[src/rtl/mp3_ctrl_pkg.sv]
// Shared definitions for the MP3 player control path.
//   - FSM state encoding for the track-change handshake
//   - Command byte values emitted by the Bluetooth decoder
//   - Default sizing for tracks and volume
//   - wrap_track(): reduces a small signed sum into 0..n-1
package mp3_ctrl_pkg;

    typedef enum logic [1:0] {
        ST_IDLE     = 2'd0,
        ST_WAIT_ACK = 2'd1,
        ST_REISSUE  = 2'd2
    } state_e;

    // Command bytes understood by the upstream decoder.
    localparam logic [7:0] CMD_B55      = 8'h55;
    localparam logic [7:0] CMD_B5A      = 8'h5A;
    localparam logic [7:0] CMD_BA5      = 8'hA5;
    localparam logic [7:0] CMD_BAA      = 8'hAA;
    localparam logic [7:0] CMD_TRK_BASE = 8'h91;
    localparam logic [7:0] CMD_TRK_LAST = 8'h97;

    localparam int NUM_TRACKS_DEF  = 8;
    localparam int VOL_MAX_DEF     = 15;
    localparam int VOL_DEFAULT_DEF = 8;

    // Inputs are in -7..+14, so eight fold steps cover every legal n (2..8).
    function automatic logic [2:0] wrap_track(input logic signed [4:0] s,
                                              input logic [3:0]        n);
        logic signed [4:0] v;
        logic signed [4:0] ns;
        v  = s;
        ns = $signed({1'b0, n});
        for (int i = 0; i < 8; i++) begin
            if (v < 0)
                v = v + ns;
            else if (v >= ns)
                v = v - ns;
        end
        return v[2:0];
    endfunction

endpackage

[src/rtl/cmd_edge_detect.sv]
// Turns the decoder's held-level commands into one-cycle events.
// Ports:
//   clk_i, rst_i          clock, synchronous active-high reset
//   prev_i, next_i [2:0]  held step counts
//   up_i, down_i          held volume levels
//   track_evt_o           {prev,next} changed to a non-zero value
//   delta_o [3:0]         signed next - prev (-7..+7), valid with track_evt_o
//   up_evt_o, down_evt_o  rising edges of up_i / down_i
module cmd_edge_detect (
    input  logic              clk_i,
    input  logic              rst_i,
    input  logic [2:0]        prev_i,
    input  logic [2:0]        next_i,
    input  logic              up_i,
    input  logic              down_i,
    output logic              track_evt_o,
    output logic signed [3:0] delta_o,
    output logic              up_evt_o,
    output logic              down_evt_o
);

    logic [2:0] prev_q, next_q;
    logic       up_q, down_q;

    always_ff @(posedge clk_i) begin
        if (rst_i) begin
            prev_q <= 3'd0;
            next_q <= 3'd0;
            up_q   <= 1'b0;
            down_q <= 1'b0;
        end else begin
            prev_q <= prev_i;
            next_q <= next_i;
            up_q   <= up_i;
            down_q <= down_i;
        end
    end

    // A repeated identical byte without an intervening idle value is
    // deliberately seen as one event.
    assign track_evt_o = ({prev_i, next_i} != {prev_q, next_q}) &&
                         ({prev_i, next_i} != 6'd0);
    assign delta_o     = $signed({1'b0, next_i}) - $signed({1'b0, prev_i});
    assign up_evt_o    = up_i & ~up_q;
    assign down_evt_o  = down_i & ~down_q;

endmodule

[src/rtl/track_volume_ctrl.sv]
// Command consumer behind the Bluetooth decoder: keeps the track index and
// volume, and hands track changes to playback over a REQ/ACK handshake.
// Ports:
//   CLK, RST       clock, synchronous active-high reset
//   PREV, NEXT     held backward/forward step counts
//   UP, DOWN       held volume levels
//   SWITCH_ACK     playback has loaded TRACK
//   TRACK          current track index
//   SWITCH_REQ     track-change request, held until ACK or timeout
//   VOLUME         current volume 0..VOL_MAX
//   VOL_CHANGED    one-cycle pulse when VOLUME changes
//   BUSY           FSM not idle
//   TIMEOUT        one-cycle pulse when a request is abandoned
// Handshake: SWITCH_REQ rises with TRACK already stable; TRACK does not move
// while SWITCH_REQ is high; one cycle with SWITCH_ACK high completes it, and
// SWITCH_ACK is ignored whenever no request is outstanding.
// The FSM register state_q is the observation point for checkers.
module track_volume_ctrl
    import mp3_ctrl_pkg::*;
#(
    parameter int NUM_TRACKS  = NUM_TRACKS_DEF,
    parameter int VOL_MAX     = VOL_MAX_DEF,
    parameter int VOL_DEFAULT = VOL_DEFAULT_DEF,
    parameter int ACK_TIMEOUT = 1000000
) (
    input  logic       CLK,
    input  logic       RST,
    input  logic [2:0] PREV,
    input  logic [2:0] NEXT,
    input  logic       UP,
    input  logic       DOWN,
    input  logic       SWITCH_ACK,
    output logic [2:0] TRACK,
    output logic       SWITCH_REQ,
    output logic [3:0] VOLUME,
    output logic       VOL_CHANGED,
    output logic       BUSY,
    output logic       TIMEOUT
);

    localparam int CW = $clog2(ACK_TIMEOUT + 1);
    localparam logic [3:0] NT = 4'(NUM_TRACKS);

    logic              track_evt, up_evt, down_evt;
    logic signed [3:0] delta;

    cmd_edge_detect u_edge (
        .clk_i       (CLK),
        .rst_i       (RST),
        .prev_i      (PREV),
        .next_i      (NEXT),
        .up_i        (UP),
        .down_i      (DOWN),
        .track_evt_o (track_evt),
        .delta_o     (delta),
        .up_evt_o    (up_evt),
        .down_evt_o  (down_evt)
    );

    state_e          state_q, state_d;
    logic [2:0]      track_q, track_d;
    logic            req_q, req_d;
    logic [CW-1:0]   cnt_q, cnt_d;
    logic [2:0]      pend_q, pend_d;
    logic            pend_vld_q, pend_vld_d;
    logic            timeout_q, timeout_d;
    logic [3:0]      vol_q, vol_d;
    logic            vol_chg_q, vol_chg_d;

    logic signed [4:0] delta_x;
    logic [2:0]        target, pend_merged, reissue_track;
    logic              vld_merged;

    always_ff @(posedge CLK) begin
        if (RST) begin
            state_q    <= ST_IDLE;
            track_q    <= 3'd0;
            req_q      <= 1'b0;
            cnt_q      <= '0;
            pend_q     <= 3'd0;
            pend_vld_q <= 1'b0;
            timeout_q  <= 1'b0;
            vol_q      <= 4'(VOL_DEFAULT);
            vol_chg_q  <= 1'b0;
        end else begin
            state_q    <= state_d;
            track_q    <= track_d;
            req_q      <= req_d;
            cnt_q      <= cnt_d;
            pend_q     <= pend_d;
            pend_vld_q <= pend_vld_d;
            timeout_q  <= timeout_d;
            vol_q      <= vol_d;
            vol_chg_q  <= vol_chg_d;
        end
    end

    // Modular arithmetic on 5-bit signed sums.
    always_comb begin
        delta_x       = {delta[3], delta};
        target        = wrap_track($signed({2'b00, track_q}) + delta_x, NT);
        reissue_track = wrap_track($signed({2'b00, track_q}) + $signed({2'b00, pend_q}), NT);
        // Pending is kept at zero whenever it is not valid, so the merge
        // needs no special case for an empty accumulator.
        pend_merged   = pend_q;
        vld_merged    = pend_vld_q;
        if (track_evt) begin
            pend_merged = wrap_track($signed({2'b00, pend_q}) + delta_x, NT);
            vld_merged  = (pend_merged != 3'd0);
        end
    end

    always_comb begin
        state_d    = state_q;
        track_d    = track_q;
        req_d      = req_q;
        cnt_d      = cnt_q;
        pend_d     = pend_q;
        pend_vld_d = pend_vld_q;
        timeout_d  = 1'b0;
        case (state_q)
            ST_IDLE: begin
                if (track_evt) begin
                    track_d = target;
                    req_d   = 1'b1;
                    cnt_d   = '0;
                    state_d = ST_WAIT_ACK;
                end
            end
            ST_WAIT_ACK: begin
                cnt_d      = cnt_q + 1'b1;
                pend_d     = pend_merged;
                pend_vld_d = vld_merged;
                // ACK wins over a timeout landing on the same cycle.
                if (SWITCH_ACK) begin
                    req_d   = 1'b0;
                    state_d = vld_merged ? ST_REISSUE : ST_IDLE;
                end else if (cnt_q == CW'(ACK_TIMEOUT - 1)) begin
                    req_d      = 1'b0;
                    timeout_d  = 1'b1;
                    pend_d     = 3'd0;
                    pend_vld_d = 1'b0;
                    state_d    = ST_IDLE;
                end
            end
            ST_REISSUE: begin
                track_d    = reissue_track;
                req_d      = 1'b1;
                cnt_d      = '0;
                state_d    = ST_WAIT_ACK;
                // Pending restarts empty; a command arriving during this
                // single cycle seeds it rather than being lost.
                pend_d     = 3'd0;
                pend_vld_d = 1'b0;
                if (track_evt) begin
                    pend_d     = wrap_track(delta_x, NT);
                    pend_vld_d = (pend_d != 3'd0);
                end
            end
            default: begin
                state_d    = ST_IDLE;
                req_d      = 1'b0;
                pend_d     = 3'd0;
                pend_vld_d = 1'b0;
            end
        endcase
    end

    // Volume runs independently of the track FSM.
    always_comb begin
        vol_d     = vol_q;
        vol_chg_d = 1'b0;
        if (up_evt && !down_evt && vol_q != 4'(VOL_MAX)) begin
            vol_d     = vol_q + 4'd1;
            vol_chg_d = 1'b1;
        end else if (down_evt && !up_evt && vol_q != 4'd0) begin
            vol_d     = vol_q - 4'd1;
            vol_chg_d = 1'b1;
        end
    end

    assign TRACK       = track_q;
    assign SWITCH_REQ  = req_q;
    assign VOLUME      = vol_q;
    assign VOL_CHANGED = vol_chg_q;
    assign BUSY        = (state_q != ST_IDLE);
    assign TIMEOUT     = timeout_q;

endmodule

[config.mk]
export PLATFORM = sky130hd
export DESIGN_NAME = track_volume_ctrl
export DESIGN_NICKNAME = d
export VERILOG_FILES = /design/src/rtl/mp3_ctrl_pkg.sv /design/src/rtl/cmd_edge_detect.sv /design/src/rtl/track_volume_ctrl.sv
export SDC_FILE = /design/constraint.sdc
export NUM_CORES = 1
export LEC_CHECK = 0
export ABC_AREA = 1
export BUFFER_PORTS_ARGS = -buffer_cell sky130_fd_sc_hd__buf_2
export CELL_PAD_IN_SITES_DETAIL_PLACEMENT = 0
export CELL_PAD_IN_SITES_GLOBAL_PLACEMENT = 1
export CORE_MARGIN = 1
export CORE_UTILIZATION = 44
export DETAILED_ROUTE_END_ITERATION = 7
export PLACE_DENSITY_LB_ADDON = 0.1
export SLEW_MARGIN = 20
export SYNTH_ARGS = -nofsm -noshare
export SYNTH_HDL_FRONTEND = slang
export SYNTH_SLANG_ARGS = --single-unit
[constraint.sdc]
create_clock -name CLK -period 2.33 [get_ports CLK]
set_input_delay 0.1165 -clock CLK [delete_from_list [all_inputs] [get_ports CLK]]
set_output_delay 0.1165 -clock CLK [all_outputs]
set_load 0.02 [all_outputs]
==> Yosys cells after proc, flatten, opt, wreduce, memory -nomap -nowiden <==
Cells that the tools add are included.
{ "word_totals": {"latch_bits": 0, "elab_cells": 296, "n_memories": 0, "input_bits": 11, "output_inout_bits": 11, "ram_bits": 0, "register_bits": 44, "rom_bits": 0} }
{ "op_classes": {"multipliers": 0, "reduce_logical": 20, "div_mod_pow": 0, "muxes": 116, "eq_ne": 7, "n_lt_le_gt_ge": 64, "bitwise": 5, "add_sub_neg": 71, "shifts": 0} }
{ "ops": {"columns": ["operator", "n"], "rows": [
  ["$mux 5", 77],
  ["$ge 5x5->1 const B", 30],
  ["$lt 5x1->1 const B", 30],
  ["$add 5x5->5 const B", 26],
  ["$sub 5x5->5 const B", 26],
  ["$pmux 20 s3", 1],
  ["$mux 3", 16],
  ["$add 20x1->20 const B", 1],
  ["$eq 20x20->1 const B", 1],
  ["$mux 20", 1],
  ["$add 3x1->3 const B", 4],
  ["$sub 3x1->3 const B", 4],
  ["$add 4x4->5", 2],
  ["$mux 1", 10],
  ["$pmux 3 s3", 1],
  ["$reduce_bool 3->1", 3],
  ["$lt 4x1->1 const B", 2],
  ["$mux 2", 4],
  ["$mux 4", 2],
  ["$ne 6x6->1", 1],
  ["$pmux 1 s3", 2],
  ["$pmux 2 s3", 1],
  ["$pmux 3 s2", 1],
  ["$reduce_and 2->1", 3],
  ["24 further kinds", 34]
]} }

==> Depth between registers and ports, before layout <==
Gate-level depths: netlist of run 1.
{ "depth": {"ltp_word": 44, "mapped_depth": 15, "depth_no_buf": 15} }

==> By module <==
A second synthesis of run 1 with hierarchy kept.
{ "unflattened": {"hier_cells": 384, "area_unflattened_um2": 2580.0} }
{ "by_module_without_submodules": {"columns": ["module", "instances", "seq_area_each_um2", "cells_per_inst", "area_each_um2"], "rows": [
  ["track_volume_ctrl", 1, 720.7, 314, 2124.5],
  ["cmd_edge_detect", 1, 160.2, 70, 455.4]
]} }

==> Least setup slack after synthesis of run 1 <==
Ideal clock, no wire load.
{ "synth_timing": {"path_kind": "input -> register", "from": "in NEXT[0]", "to": "reg pend_vld_q", "setup_ns": 0.135, "arrival_time_ns": 1.932, "required_time_ns": 2.195, "path_slack_ns": 0.263, "path_buffers": 0, "cell_stages": 15, "cell_sequence": "inv_2 -> ha_1 -> inv_1 -> fa_1 -> fa_1 -> xnor2_1 -> inv_1 -> nand2_1 -> nand2_1 -> nor2_1 -> nand2_1 -> nand3_1 -> nand2_1 -> nand2_1 -> a21oi_1"} }
{ "synth_between": {"elab_chain_cells": 44, "elab_cells_between_ends": 132, "cone_classes": "add/sub (34); order compare (32); eq/ne (1); mux (61); reduce/logical (4)"} }
{ "synth_rtl": {"columns": ["element", "line", "text"], "rows": [
  ["start, declared", "track_volume_ctrl.sv:29", "input logic [2:0] NEXT,"],
  ["$sub 3x3->4", "cmd_edge_detect.sv:43", "assign delta_o = $signed({1'b0, next_i}) - $signed({1'b0, prev_i});"],
  ["$sub 4x5->5 / $ge 4x5->1 (equally long branches)", "mp3_ctrl_pkg.sv:37, mp3_ctrl_pkg.sv:36", null],
  ["$mux 5", "mp3_ctrl_pkg.sv:36", "else if (v >= ns)"],
  ["$mux 5", "mp3_ctrl_pkg.sv:34", "if (v < 0)"],
  ["$mux 5", "track_volume_ctrl.sv:155", "if (track_evt) begin"],
  ["$mux 5", "track_volume_ctrl.sv:121", "case (state_q)"],
  ["$sub 5x5->5 / $ge 5x5->1 (equally long branches)", "mp3_ctrl_pkg.sv:37, mp3_ctrl_pkg.sv:36", null],
  ["$mux 5", "mp3_ctrl_pkg.sv:36", null],
  ["[... 28 more ...]", null, null],
  ["$ge 5x5->1 / $sub 3x1->3 (equally long branches)", "mp3_ctrl_pkg.sv:36, mp3_ctrl_pkg.sv:37", null],
  ["$mux 3", "mp3_ctrl_pkg.sv:36", null],
  ["$mux 3", "mp3_ctrl_pkg.sv:34", null],
  ["$mux 3", "track_volume_ctrl.sv:155", null],
  ["$mux 3", "track_volume_ctrl.sv:121", null],
  ["$reduce_bool 3->1", "track_volume_ctrl.sv:157", "pend_vld_d = (pend_d != 3'd0);"],
  ["$mux 1", "track_volume_ctrl.sv:155", null],
  ["$pmux 1 s3 *", "track_volume_ctrl.sv:121", null],
  ["end signal, assigned", "track_volume_ctrl.sv:91", "pend_vld_q <= pend_vld_d;"],
  ["end, declared", "track_volume_ctrl.sv:65", "logic pend_vld_q, pend_vld_d;"]
]} }
Every way passes the cells marked *; elsewhere a longest branch is shown, timed or not. The select of a mux whose other input is x is not followed.
A chain may end at the register's enable or synchronous reset.

==> Worst setup path in the final report of run 1 <==
{ "layout_timing": {"from": "reg u_edge.up_q", "to": "reg vol_q[3] (netlist: VOLUME[3])"} }
{ "layout_between": {"elab_chain_cells": 6, "elab_cells_between_ends": 9, "cone_classes": "mux (1); bitwise (2); reduce/logical (6)"} }
{ "layout_rtl": {"columns": ["element", "line", "text"], "rows": [
  ["start, declared", "cmd_edge_detect.sv:23", "logic up_q, down_q;"],
  ["start signal, assigned", "cmd_edge_detect.sv:34", "up_q <= up_i;"],
  ["$not 1->1 *", "cmd_edge_detect.sv:44", "assign up_evt_o = up_i & ~up_q;"],
  ["$and 1x1->1 *", "cmd_edge_detect.sv:44", null],
  ["$logic_not 1->1", "track_volume_ctrl.sv:176", "end else if (down_evt && !up_evt && vol_q != 4'd0) begin"],
  ["$logic_and 1x1->1 (2 in series)", "track_volume_ctrl.sv:176", null],
  ["$reduce_bool 2->1 (no line)", null, null],
  ["end signal, assigned", "track_volume_ctrl.sv:83", "vol_q <= 4'(VOL_DEFAULT);"],
  ["end signal, assigned", "track_volume_ctrl.sv:93", "vol_q <= vol_d;"],
  ["end, declared", "track_volume_ctrl.sv:67", "logic [3:0] vol_q, vol_d;"]
]} }
Every way passes the cells marked *; elsewhere a longest branch is shown, timed or not.

==> results of run 1 <==
Yosys cell counts, drive strengths merged:
cell,count
nor4,1
dfxtp,44
nand3b,1
buf,5
nand3,30
nand2,119
a21o,2
clkinv,2
xnor2,8
nor3b,1
inv,52
a21boi,1
a21oi,28
nor2,60
o21bai,1
o311ai,1
ha,11
nand4,10
fa,5
o21ai,13
clkbuf,5
xor2,6
nor3,6
o211a,1
a211oi,2
or2,3
a31oi,1
path summary, 6_finish.rpt:
kind                    start         end  slack [ns]  depth (start not counted)
hold / removal     SWITCH_ACK     TIMEOUT       0.003                          2
setup / recovery  u_edge.up_q   VOLUME[3]        0.31                         11
setup reg to reg  u_edge.up_q   VOLUME[3]        0.31                         11
hold reg to reg    SWITCH_REQ  SWITCH_REQ        0.47                          2
layout make-up:
class	count	area, um2
Fill cell	678	3170
Multi-Input combinational cell	311	1750
Sequential cell	44	881
Inverter	54	203
Timing Repair Buffer	28	158
Tap cell	77	96.3
Clock buffer	5	68.8
Clock inverter	3	18.8
metrics by stage:
stage,total power [mW],std cells
finish,2.27,522
global route,2.44,522
CTS,2.30,522
detailed placement,1.80,514
global placement,1.80,514
floorplan,1.57,419
power groups by stage:
stage	Sequential, mW	Clock (mW)	Combinational (mW)
floorplan	0.944	0	0.625
global placement	0.912	0	0.883
detailed placement	0.914	0	0.886
CTS	0.896	0.513	0.892
global route	0.906	0.538	0.993
finish	0.893	0.497	0.880
logic make-up after synthesis:
kind of cell | after synthesis | share of synthesized area, %
and+or+nand+nor | 231 | 36.6
buffers and inverters | 64 | 9.06
AOI/OAI and AO/OA | 50 | 11.4
DFF | 44 | 30.5
adders and majority gates | 16 | 8.23
xor gates and xnor gates | 14 | 4.25
sequential cells by signal (all words and copies together) (netlist names):
name / cells
SWITCH_REQ: 1
TIMEOUT: 1
TRACK: 3
VOLUME: 4
VOL_CHANGED: 1
cnt_q: 20
pend_q: 3
pend_vld_q: 1
state_q: 2
u_edge.down_q: 1
u_edge.next_q: 3
u_edge.prev_q: 3
u_edge.up_q: 1
per-layer routing:
metal / share of wire (%) / routed length [um] / global-route usage (%) / vias to the layer above
met5: 0 / 0 / 0 / -
met4: 1.7 / 114 / 6.58 / 0
met1: 48 / 3150 / 25.1 / 1186
met2: 48 / 3150 / 35.2 / 18
met3: 1.8 / 117 / 3.18 / 12
li1: - / - / - / 1374
cell usage in the layout (no fill, tap or decap), drive strengths merged, types with 10 or more instances in the layout:
| cell | instances |
|---|---|
| a21oi | 28 |
| buf | 28 |
| dfxtp | 44 |
| ha | 11 |
| inv | 52 |
| nand2 | 119 |
| nand3 | 30 |
| nand4 | 10 |
| nor2 | 60 |
| o21ai | 13 |
critical path: stages, from the launching register on:
cell	delay [ns]
dfxtp_1	0.30
or2_2	0.30
nor2_1	0.09
nand2_1	0.14
ha_1	0.38
nand2_1	0.06
nor2_1	0.12
a211oi_2	0.05
or2_2	0.27
nand3_1	0.10
a21oi_1	0.06
o21ai_0	0.08
==> results by group, run 1 <==
Worst setup path
  – Worst-path fanout max: 5
  – Critical path class: register to register
  – Setup crit start kind: register
  – Crit path required time: 2.57 ns
  – Critical Path End Type: register
  – Critical Path AT: 2.26 ns

Clock network
  – Clk root buf: clkbuf_8
  – Clock sinks: 44
  – CTS Buf Count: 5
  – CTS resizes: 0
  – Clock Tree Buf Depth: 2
  – CTS clk-pin slew, worst paths: 0.09 ns
  – Clock tree from TritonCTS: yes
  – CTS Hold Bufs: 0
  – H-tree depth: 2
  – Post-CTS setup buffer count: 0
  – Clock Latency Late Sink: 0.30 ns

Route
  – Vias: 2,590
  – Number of routed nets with antenna violations: 0
  – Remaining DRCs: 0
  – Drt first pass iters: 4
  – Iter 0 DRT Violations: 88
  – Post-DR vias/cell: 4.96
  – Avg WL per Cell: 12.5 um
  – Post-Route WL: 6540 um

Timing
  – Slew margin rel.: 66.6%
  – Worst-Margin Slew: 0.501 ns
  – # setup viols final: 0
  – TNS Setup: 0 ns
  – Final hold slack: 0.00321 ns
  – Final Cycle Share: 86.7%
  – Fmax: 495 MHz
  – Clock skew: 0.00862 ns
  – Max Transition Viols Final: 0
  – PnR worst setup slack: 0.310 ns
  – RSZ-0062 raised after global routing: no
  – Final Hold Violating Endpoints: 0
  – Final min period: 2.02 ns

Die
  – Starting Density: 45.5%
  – Die X-Extent: 83.0 um
  – Die height: 83.0 um
  – FP Rows: 29
  – Core area: 0.00635 mm2
  – Boundary Pins: 22
  – Die Area: 0.00689 mm2

Pwr
  – Power density cells: 715 mW/mm2
  – Maximum vdd drop: 391 uV
  – Sw frac: 40.7%
  – Share of power burned in registers: 39.3%
  – Sw Pwr: 0.924 mW
  – Clock share of power: 21.9%
  – LEAKAGE: 1.34 nW
  – P_int: 1.35 mW
  – Logic pwr share: 38.8%

Placed design
  – Post-DP HPWL: 5050 um
  – Placed cell areas: 0.00308 mm2
  – Final GP Congestion: 0.856
  – DP Worst Slack: 0.0207 ns
  – Port Buffer Count: 21

Logic synthesis
  – Yosys top cell area share: 30.5%
  – Post-Syn Nets: 446
  – Yosys top cell by area: dfxtp_1
  – Post-synthesis instance area: 0.00289 mm2
  – Yosys Warn Count: 0
  – Mean Syn Cell Area: 6.89 um2
  – Seq/Total Area, Yosys: 30.5%
  – FF+latch count, synth: 44
  – Mapped Cells: 419
  – Area contributors post-synth: dfxtp_1 (31%), nand2_1 (13%), nor2_1 (7.3%)
  – Synth unique cells: 40

Flow run
  – Max-cap violations: 0

Final layout
  – Layout cells sized above 1: 18.7%
  – Layout net count: 471
  – Finished Cell Area: 0.00318 mm2
  – Layout overhead on the synthesized area: 9.97%
  – Final core occ: 50.0%
  – Diode count: 0

GRT
  – Total Routing Usage GR: 20.1%
  – Pin count of the biggest net entering global routing: 22
  – Number of global-route vias before repair: 2,471
  – Initial antenna violation count: 0
  – First-pass GRT wire length: 11,400 um
  – Total global routing overflow: 0

Worst hold path
  – Hold crit path type: input port to register

Status
  – Outcome: finished, final reports clean
Note: power is estimated with default switching activity, not from simulation.
==> run 2, diff against run 1 <==
clock period = 1.9 ns   (was 2.33 ns; I/O delays follow)
==> results by group, run 2 (synthesis results as in run 1) <==
Timing
  – PnR worst setup slack: 0.00380 ns
  – Fmax: 527 MHz
  – # setup viols final: 0
  – Clock skew: 0.00856 ns
  – Worst-Margin Slew: 0.603 ns
  – RSZ-0062 raised after global routing: yes
  – Final Hold Violating Endpoints: 0
  – TNS Setup: 0 ns
  – Final hold slack: 0.0546 ns
  – Final min period: 1.90 ns
  – Final Cycle Share: 99.8%
  – Slew margin rel.: 59.7%
  – Max Transition Viols Final: 0

Die
  – Die Area: 0.00689 mm2
  – Starting Density: 45.5%
  – Boundary Pins: 22
  – Core area: 0.00635 mm2
  – Die height: 83.0 um
  – Die X-Extent: 83.0 um
  – FP Rows: 29

Route
  – Remaining DRCs: 0
  – Iter 0 DRT Violations: 80
  – Post-DR vias/cell: 4.91
  – Post-Route WL: 6810 um
  – Avg WL per Cell: 12.6 um
  – Drt first pass iters: 4
  – Vias: 2,663
  – Number of routed nets with antenna violations: 0

GRT
  – First-pass GRT wire length: 11,800 um
  – Pin count of the biggest net entering global routing: 18
  – Number of global-route vias before repair: 2,591
  – Total global routing overflow: 0
  – Initial antenna violation count: 0
  – Total Routing Usage GR: 21.1%

Final layout
  – Storage cell area: 883 um2
  – Top reg by flops: cnt_q
  – Layout overhead on the synthesized area: 21.0%
  – Layout net count: 491
  – Finished Layout Cells: 542
  – Layout cells sized above 1: 25.6%
  – Commonest non-fill, non-tap cell in the layout: nand2_1
  – Max reg flops: 20
  – Area of the multi-input gates: 0.00185 mm2
  – Fillers: 659
  – Diode count: 0
  – Most frequent cells in the layout: nand2_1 (101), nor2_1 (53), dfxtp_1 (42), inv_1 (42), nand3_1 (27)

Placed design
  – Post-DP HPWL: 5240 um
  – Final GP Congestion: 0.852
  – Port Buffer Count: 21
  – DP Worst Slack: -0.344 ns
  – Post-placement cell count: 529

Worst setup path
  – Critical Path End Type: register
  – Crit path required time: 2.09 ns
  – Setup crit start kind: register
  – Critical path class: register to register
  – Critical Path AT: 2.09 ns
  – Worst-path fanout max: 4

Pwr
  – LEAKAGE: 1.45 nW
  – Power density cells: 874 mW/mm2
  – Maximum vdd drop: 540 uV

Clock network
  – CTS clk-pin slew, worst paths: 0.08 ns
  – Clock Tree Buf Depth: 2
  – Clock sinks: 44
  – CTS Buf Count: 5
  – Clock tree from TritonCTS: yes
  – Clk root buf: clkbuf_8
  – H-tree depth: 2
  – Clock Latency Late Sink: 0.30 ns

Worst hold path
  – Hold crit path type: input port to register

Status
  – Outcome: finished, final reports clean

Flow run
  – Max-cap violations: 0
[run 2: cell types whose count changed in the layout (fill, tap and decap cells not counted), sizes merged]
cell | before | now
buf | 28 | 45
dlygate4sd3 | 0 | 3
clkinv | 5 | 3
bufinv | 0 | 1
clkinvlp | 0 | 1
[run 2: critical path: stages (launching register included)]
cell and delay [ns]:
dfxtp_2 0.32, or2_4 0.23, nor2_4 0.12, nand2_4 0.09, ha_4 0.26, nand2_2 0.06, nor2_2 0.03, a211oi_2 0.23
or2_4 0.16, nand3_2 0.07, a21oi_1 0.14, o21ai_1 0.07
[run 2: report_power, final]
group          switching (mW)  leakage, nW  total (mW)  internal [mW]
registers              0.0783        0.360        1.08           1.01
clock network           0.337       0.0541       0.727          0.389
logic                   0.757         1.04        1.24          0.486
total                    1.17         1.45        3.05           1.88
[run 2: metrics by stage]
| stage | cell area, um2 | utilization, % | power, mW |
|---|---|---|---|
| final | 3490 | 55.0 | 3.05 |
| after global routing | 3490 | 55.0 | 3.28 |
| after CTS | 3400 | 53.5 | 3.05 |
| after detailed placement | 3240 | 51.0 | 2.29 |
| after global placement | 3240 | 51.0 | 2.28 |
| after floorplan | 2930 | - | 1.94 |
[run 2: per-layer routing]
metal | GRT usage, % | vias up | routed length, um
met1 | 24.9 | 1203 | 3000
met2 | 39.5 | 31 | 3580
met4 | 5.33 | 0 | 67
met5 | 0 | - | 0
li1 | - | 1423 | -
met3 | 2.98 | 6 | 157
[run 2: cell type report]
type / count / area share, %
tap: 77 / 2.76
multi-input combinational: 311 / 53.0
clock buffer: 5 / 1.97
sequential: 44 / 25.3
clock inverter: 3 / 1.22
timing repair buffer: 48 / 9.63
inverter: 54 / 6.16
[run 2: path summary, 6_finish.rpt]
path / from / depth (start not counted) / slack, ns / end
min reg2reg: SWITCH_REQ / 2 / 0.47 / SWITCH_REQ
max reg2reg: u_edge.up_q / 11 / 0.004 / VOLUME[3]
min: NEXT[2] / 3 / 0.05 / u_edge.next_q[2]
max: u_edge.up_q / 11 / 0.004 / VOLUME[3]
[run 2: what timing repair did]
| item | 4_1_cts | 5_1_grt |
|---|---|---|
| setup endpoints to repair | 2 | 7 |
| buffers inserted | 0 | 2 |
| hold endpoints to repair | 3 | 0 |
| hold buffers | 3 | 0 |
| pin swaps | 0 | 16 |
| resized for setup | 4 | 22 |
